### src/rtl/hazard_pkg.sv
// hazard_pkg
//   Shared types and constants for the pipeline hazard/sequencing logic.
//   fwd_sel_e  : E-stage operand source select (none / write-back / memory stage)
//   hz_state_e : hazard controller sequencing states
//   NOP_INSTR  : instruction word the pipeline inserts when a stage is flushed
package hazard_pkg;

  typedef enum logic [1:0] {
    FWD_NONE = 2'b00,
    FWD_WB   = 2'b01,
    FWD_MEM  = 2'b10
  } fwd_sel_e;

  typedef enum logic [1:0] {
    HZ_RUN,
    HZ_DRAIN,
    HZ_TRAP,
    HZ_MRET
  } hz_state_e;

  localparam logic [31:0] NOP_INSTR = 32'h0000_0013;

endpackage

### src/rtl/fwd_unit.sv
// fwd_unit
//   Combinational forwarding select for one E-stage source operand.
//   Ports:
//     rs_e_i        source register of the instruction in E
//     rd_m_i        destination register of the instruction in M
//     reg_write_m_i M instruction writes rd_m_i
//     rd_w_i        destination register of the instruction in W
//     reg_write_w_i W instruction writes rd_w_i
//     fwd_sel_o     operand source: FWD_MEM, FWD_WB or FWD_NONE
module fwd_unit
  import hazard_pkg::*;
#(
  parameter int RW = 5
) (
  input  logic [RW-1:0] rs_e_i,
  input  logic [RW-1:0] rd_m_i,
  input  logic          reg_write_m_i,
  input  logic [RW-1:0] rd_w_i,
  input  logic          reg_write_w_i,
  output fwd_sel_e      fwd_sel_o
);

  // The M result is younger than the W result, so it wins when both match.
  // x0 is hardwired to zero and is never forwarded.
  always_comb begin
    fwd_sel_o = FWD_NONE;
    if (reg_write_m_i && (rd_m_i != '0) && (rd_m_i == rs_e_i)) begin
      fwd_sel_o = FWD_MEM;
    end else if (reg_write_w_i && (rd_w_i != '0) && (rd_w_i == rs_e_i)) begin
      fwd_sel_o = FWD_WB;
    end
  end

endmodule

### src/rtl/hazard_ctrl.sv
// hazard_ctrl
//   Central hazard/sequencing controller for the 5-stage core.
//   Ports:
//     clk_i, rst_i                 clock, asynchronous active-high reset
//     rs1_d_i/rs2_d_i              source registers of the instruction in D
//     rs1_e_i/rs2_e_i              source registers of the instruction in E
//     rd_e_i/rd_m_i/rd_w_i         destination registers in E/M/W
//     load_e_i                     instruction in E is a load
//     reg_write_m_i/reg_write_w_i  M/W instruction writes its rd
//     branch_taken_e_i             branch/jump resolved taken in E
//     dmem_busy_i                  data memory not ready, pipeline freezes
//     exc_m_i/mret_m_i/irq_i       trap/return events seen in M
//     stall_f_o/stall_d_o          hold PC / IF-ID register
//     stall_all_o                  freeze ID-EX, EX-MEM, MEM-WB
//     flush_d_o/flush_e_o/flush_m_o insert NOP into IF-ID / ID-EX / EX-MEM
//     fwd_a_e_o/fwd_b_e_o          E-stage operand forwarding selects
//     trap_take_o/mret_take_o      one-cycle redirect to mtvec / mepc
//     drain_timeout_o              one-cycle pulse when a drain gives up
module hazard_ctrl
  import hazard_pkg::*;
#(
  parameter int RW        = 5,
  parameter int DRAIN_MAX = 15
) (
  input  logic          clk_i,
  input  logic          rst_i,
  input  logic [RW-1:0] rs1_d_i,
  input  logic [RW-1:0] rs2_d_i,
  input  logic [RW-1:0] rs1_e_i,
  input  logic [RW-1:0] rs2_e_i,
  input  logic [RW-1:0] rd_e_i,
  input  logic [RW-1:0] rd_m_i,
  input  logic [RW-1:0] rd_w_i,
  input  logic          load_e_i,
  input  logic          reg_write_m_i,
  input  logic          reg_write_w_i,
  input  logic          branch_taken_e_i,
  input  logic          dmem_busy_i,
  input  logic          exc_m_i,
  input  logic          mret_m_i,
  input  logic          irq_i,
  output logic          stall_f_o,
  output logic          stall_d_o,
  output logic          stall_all_o,
  output logic          flush_d_o,
  output logic          flush_e_o,
  output logic          flush_m_o,
  output fwd_sel_e      fwd_a_e_o,
  output fwd_sel_e      fwd_b_e_o,
  output logic          trap_take_o,
  output logic          mret_take_o,
  output logic          drain_timeout_o
);

  localparam int CW = $clog2(DRAIN_MAX + 1);

  hz_state_e state_q, state_d;
  logic [CW-1:0] cnt_q, cnt_d;
  // 1 = the pending sequence is an MRET, 0 = a trap
  logic cause_q, cause_d;

  logic sf, sd, sa, fd, fe, fm, tt, mt, to;
  logic event_m, load_use;

  fwd_unit #(.RW(RW)) u_fwd_a (
    .rs_e_i        (rs1_e_i),
    .rd_m_i        (rd_m_i),
    .reg_write_m_i (reg_write_m_i),
    .rd_w_i        (rd_w_i),
    .reg_write_w_i (reg_write_w_i),
    .fwd_sel_o     (fwd_a_e_o)
  );

  fwd_unit #(.RW(RW)) u_fwd_b (
    .rs_e_i        (rs2_e_i),
    .rd_m_i        (rd_m_i),
    .reg_write_m_i (reg_write_m_i),
    .rd_w_i        (rd_w_i),
    .reg_write_w_i (reg_write_w_i),
    .fwd_sel_o     (fwd_b_e_o)
  );

  assign event_m  = exc_m_i | mret_m_i | irq_i;
  assign load_use = load_e_i && (rd_e_i != '0) &&
                    ((rd_e_i == rs1_d_i) || (rd_e_i == rs2_d_i));

  always_ff @(posedge clk_i or posedge rst_i) begin
    if (rst_i) begin
      state_q <= HZ_RUN;
      cnt_q   <= '0;
      cause_q <= 1'b0;
    end else begin
      state_q <= state_d;
      cnt_q   <= cnt_d;
      cause_q <= cause_d;
    end
  end

  // Next state plus raw control outputs. In RUN the priority is
  // event > memory busy > taken branch > load-use; a taken branch squashes
  // the load-use stall because the stalled instruction is on the wrong path.
  always_comb begin
    state_d = state_q;
    cnt_d   = cnt_q;
    cause_d = cause_q;
    sf = 1'b0; sd = 1'b0; sa = 1'b0;
    fd = 1'b0; fe = 1'b0; fm = 1'b0;
    tt = 1'b0; mt = 1'b0; to = 1'b0;
    unique case (state_q)
      HZ_RUN: begin
        cnt_d = '0;
        if (event_m) begin
          sf = 1'b1; sd = 1'b1; sa = 1'b1;
          cause_d = !exc_m_i && mret_m_i;
          if (dmem_busy_i)                   state_d = HZ_DRAIN;
          else if (!exc_m_i && mret_m_i)     state_d = HZ_MRET;
          else                               state_d = HZ_TRAP;
        end else if (dmem_busy_i) begin
          sf = 1'b1; sd = 1'b1; sa = 1'b1;
        end else if (branch_taken_e_i) begin
          fd = 1'b1; fe = 1'b1;
        end else if (load_use) begin
          sf = 1'b1; sd = 1'b1; fe = 1'b1;
        end
      end
      HZ_DRAIN: begin
        sf = 1'b1; sd = 1'b1; sa = 1'b1;
        if (cnt_q != CW'(DRAIN_MAX)) cnt_d = cnt_q + CW'(1);
        // A memory that finally answers wins over the timeout in the same cycle.
        if (!dmem_busy_i) begin
          state_d = cause_q ? HZ_MRET : HZ_TRAP;
        end else if (cnt_q == CW'(DRAIN_MAX - 1)) begin
          to      = 1'b1;
          cause_d = 1'b0;
          state_d = HZ_TRAP;
        end
      end
      HZ_TRAP: begin
        tt = 1'b1; fd = 1'b1; fe = 1'b1; fm = 1'b1;
        cnt_d   = '0;
        state_d = HZ_RUN;
      end
      HZ_MRET: begin
        mt = 1'b1; fd = 1'b1; fe = 1'b1; fm = 1'b1;
        cnt_d   = '0;
        state_d = HZ_RUN;
      end
      default: state_d = HZ_RUN;
    endcase
  end

  // Held low throughout reset, so the pipeline sees no stall or flush
  // while busy/event inputs are still settling.
  assign stall_f_o       = sf & ~rst_i;
  assign stall_d_o       = sd & ~rst_i;
  assign stall_all_o     = sa & ~rst_i;
  assign flush_d_o       = fd & ~rst_i;
  assign flush_e_o       = fe & ~rst_i;
  assign flush_m_o       = fm & ~rst_i;
  assign trap_take_o     = tt & ~rst_i;
  assign mret_take_o     = mt & ~rst_i;
  assign drain_timeout_o = to & ~rst_i;

endmodule

### config.mk
export PLATFORM = sky130hd
export DESIGN_NAME = hazard_ctrl
export DESIGN_NICKNAME = d
export VERILOG_FILES = /design/src/rtl/hazard_pkg.sv /design/src/rtl/fwd_unit.sv /design/src/rtl/hazard_ctrl.sv
export SDC_FILE = /design/constraint.sdc
export NUM_CORES = 1
export LEC_CHECK = 0
export ABC_AREA = 1
export CAP_MARGIN = 10
export CORE_UTILIZATION = 30
export CTS_BUF_LIST = sky130_fd_sc_hd__clkbuf_4 sky130_fd_sc_hd__clkbuf_8
export DETAILED_ROUTE_END_ITERATION = 6
export PLACE_DENSITY = 0.75
export SLEW_MARGIN = 30
export SYNTH_ARGS = -nofsm -noshare
export SYNTH_HDL_FRONTEND = slang
export SYNTH_SLANG_ARGS = --single-unit
### constraint.sdc
create_clock -name clk_i -period 1.07 [get_ports clk_i]
set_input_delay 0.214 -clock clk_i [delete_from_list [all_inputs] [get_ports clk_i]]
set_output_delay 0.214 -clock clk_i [all_outputs]
set_load 0.005 [all_outputs]
==> results.ini, run 1 <==
[setup_path]
path_class = reg -> out
cp_max_fo = 2
cp-start-kind = flip-flop
cp.required_ps = 860
cp-end-kind = output port
arrival_ps = 1310

[synthesis]
synth_top_family_by_area = simple AND/OR/NAND/NOR gates
synth-xor-area-share = 0.203
syn_nets = 202
synth_compound_area_frac = 0.104
syn_inst = 155
synth.area.mux_share = 0
syn_area_per_cell_sq_um = 6.13
ys_ff_latch = 7
synth-adder-area-share = 0.0263
yosysSeqAreaShare = 0.184
yosysWarnings = 0
syn-cell-area_sq_um = 951
ys_types = 23
synthSimpleGateAreaFrac = 0.372

[run]
cap_violations = 0

[global_route]
grt_antenna_before_repair = 0
grtUsageTotal = 0.189
grt_remaining_overflow = 0
grt_pass1_wl_um = 5060
first_global_vias = 1207
grt_max_degree = 8

[cells_and_area]
fill_cells = 254
antennaDiodeCount = 0
drive_above_1_share = 0.504
final_area_sq_um = 2060
syn_to_final_growth_pct = 116
fin_nets = 290

[detailed_routing]
viasPerCell = 4.38
antenna_left = 0
post_drt_wl_per_cell_um = 11.2
vias = 1254
drt_iter0_markers = 35
wl_um = 3200
drcViolationCount = 0
first_pass_iters = 4

[hold_path]
hold_class = in -> async

[clocking]
numCtsBuffers = 3
clockBufferDepth = 2
ctsHtreeMaxLevel = 1
cts_tree = yes
clk_pin_slew_ps = 60
clock_latency_ps = 250
cts_root_buf = clkbuf_4
cts.sinks = 7

[placement]
place_area_sq_um = 1780
gp_congestion = 0.833
port_buffers = 57
dp_hpwl_um = 2360

[sta]
fmax_mhz = 655
drv_slew = 0
setup_tns_ps = -4420
rsz0062_at_grt = yes
whs_ps = 298
setup_ws_ps = -456
finalCritPeriodShare = 1.43
finalHoldViolCount = 0
setup_viol = 20
worst_pin_slew_ps = 253
min_period_ps = 1530
maxSlewHeadroom = 0.830
finClkSkew_ps = 1.05

[die]
coreArea_sq_um = 3030
pin_count = 58
dieArea_sq_um = 3400
die_y_um = 58.3
die_x_um = 58.3
initial_utilization = 0.314
rows = 20

[outcome]
status = finished, violations left
violations = setup timing

[power_and_ir_drop]
p_leak_nw = 1.04
irDropWorstVdd_mv = 1.20
power.density_nw_per_um2 = 1120

==> final cells by class <==
cell class	count	area [sq um]	share of cell area
multi-input combinational	121	947	0.460
timing repair buffer	84	744	0.362
sequential	7	176	0.0857
inverter	26	105	0.0511
tap	44	55.1	0.0267
clock buffer	4	30.0	0.0146
==> cell families after synthesis <==
| logic type | count (synthesis) |
|---|---|
| buffers and inverters | 27 |
| AO/OA/AOI/OAI | 16 |
| AND/OR/NAND/NOR | 81 |
| adder cells (fa/ha/maj) | 2 |
| flip-flops | 7 |
| XOR/XNOR | 22 |
==> report_power, final <==
| part | total, mW | internal (mW) | switching (mW) |
|---|---|---|---|
| logic | 1.62 | 0.867 | 0.754 |
| clock network | 0.275 | 0.168 | 0.107 |
| registers | 0.408 | 0.348 | 0.0605 |
| total | 2.30 | 1.38 | 0.921 |
==> through the flow <==
| step | power [mW] | std cells | setup WS, ps | util |
|---|---|---|---|---|
| 4_1_cts | 2.12 | 285 | -462 | 0.629 |
| 6_report | 2.30 | 286 | -456 | 0.680 |
| 5_1_grt | 2.48 | 286 | -520 | 0.680 |
| 3_5_place_dp | 1.69 | 273 | -1000 | 0.588 |
| 3_3_place_gp | 1.67 | 273 | -980 | 0.588 |
| 2_1_floorplan | 0.983 | 155 | -80.1 | - |
==> synth_stat cells <==
| cell | number | area (sq um) |
|---|---|---|
| nand2_1 | 34 | 128 |
| inv_1 | 24 | 90.1 |
| nor2_1 | 19 | 71.3 |
| nand3_1 | 15 | 75.1 |
| xnor2_1 | 12 | 105 |
| xor2_1 | 10 | 87.6 |
| nor3_1 | 8 | 40.0 |
| dfrtp_1 | 7 | 175 |
| o21ai_0 | 5 | 25.0 |
| a21oi_1 | 3 | 15.0 |
| o21ai_1 | 3 | 15.0 |
| a211oi_1 | 2 | 15.0 |
| ha_1 | 2 | 25.0 |
| inv_2 | 2 | 7.51 |
| a32oi_1 | 1 | 8.76 |
| buf_4 | 1 | 7.51 |
| nand2_2 | 1 | 6.26 |
| nand4_1 | 1 | 6.26 |
| nor2_4 | 1 | 11.3 |
| nor3_2 | 1 | 10.0 |
| nor4_1 | 1 | 6.26 |
| o211ai_2 | 1 | 12.5 |
| o31ai_1 | 1 | 7.51 |
==> state kept, by name, summed over array words and instances (netlist names) <==
| signal | count |
|---|---|
| cnt_q | 4 |
| state_q | 2 |
| cause_q | 1 |
==> final timing paths <==
check                                      from                endpoint  slack (ps)  depth (start not counted)
min reg2reg                 cause_q$_DFFE_PP0P_     cause_q$_DFFE_PP0P_         490                          2
min                                       rst_i    cnt_q[3]$_DFFE_PP0P_         300                          3
max reg2reg                cnt_q[0]$_DFFE_PP0P_     cause_q$_DFFE_PP0P_        -310                          9
max                        cnt_q[0]$_DFFE_PP0P_         drain_timeout_o        -460                          5
min in group clk_i                  dmem_busy_i  state_q[1]$_DFFE_PP0P_         420                          3
max in group asynchronous                 rst_i  state_q[1]$_DFFE_PP0P_         640                          3
==> cell usage in the layout, fill, tap and decap left out, types with 7 or more instances in the layout <==
master | synthesis | layout
inv_2 | 2 | 8
xor2_1 | 10 | 9
nand3_1 | 15 | 11
dlygate4sd2_1 | 0 | 16
xnor2_2 | 0 | 7
nor2_1 | 19 | 11
inv_1 | 24 | 17
buf_2 | 0 | 14
buf_4 | 1 | 18
nor3_2 | 1 | 8
buf_6 | 0 | 23
nand2_1 | 34 | 31
==> worst max-delay path, stage by stage (launching register included) <==
cell and delay [ps]:
dfrtp_1 380, inv_2 80, ha_4 130, nand3_4 90, nor4_4 240, buf_2 150
==> per-layer routing <==
metal,routed length [um],track usage,vias up
li1,-,-,672
met1,1300,0.224,559
met2,1770,0.373,21
met3,110,0.0132,2
met4,17,0.0340,0
met5,0,0,-
==> what timing repair did <==
action / in CTS / in global routing
hold endpoints to repair: 0 / 0
hold buffers: 0 / 0
setup buffers: 9 / 2
pin swaps: 48 / 30
setup endpoints to repair: 20 / 20
gates resized for setup: 218 / 48
Power figures use the tool's default switching activity.
==> run 2: changes to the inputs <==
--- a/config.mk
+++ b/config.mk
@@ -9,7 +9,9 @@
 export CAP_MARGIN = 10
 export CORE_UTILIZATION = 30
 export CTS_BUF_LIST = sky130_fd_sc_hd__clkbuf_4 sky130_fd_sc_hd__clkbuf_8
+export CTS_CLUSTER_DIAMETER = 60
 export DETAILED_ROUTE_END_ITERATION = 6
+export HOLD_SLACK_MARGIN = 0.06
 export PLACE_DENSITY = 0.75
 export SLEW_MARGIN = 30
 export SYNTH_ARGS = -nofsm -noshare
==> results of run 2 <==
The final DEF is identical to that of run 1; final timing and power are the same.
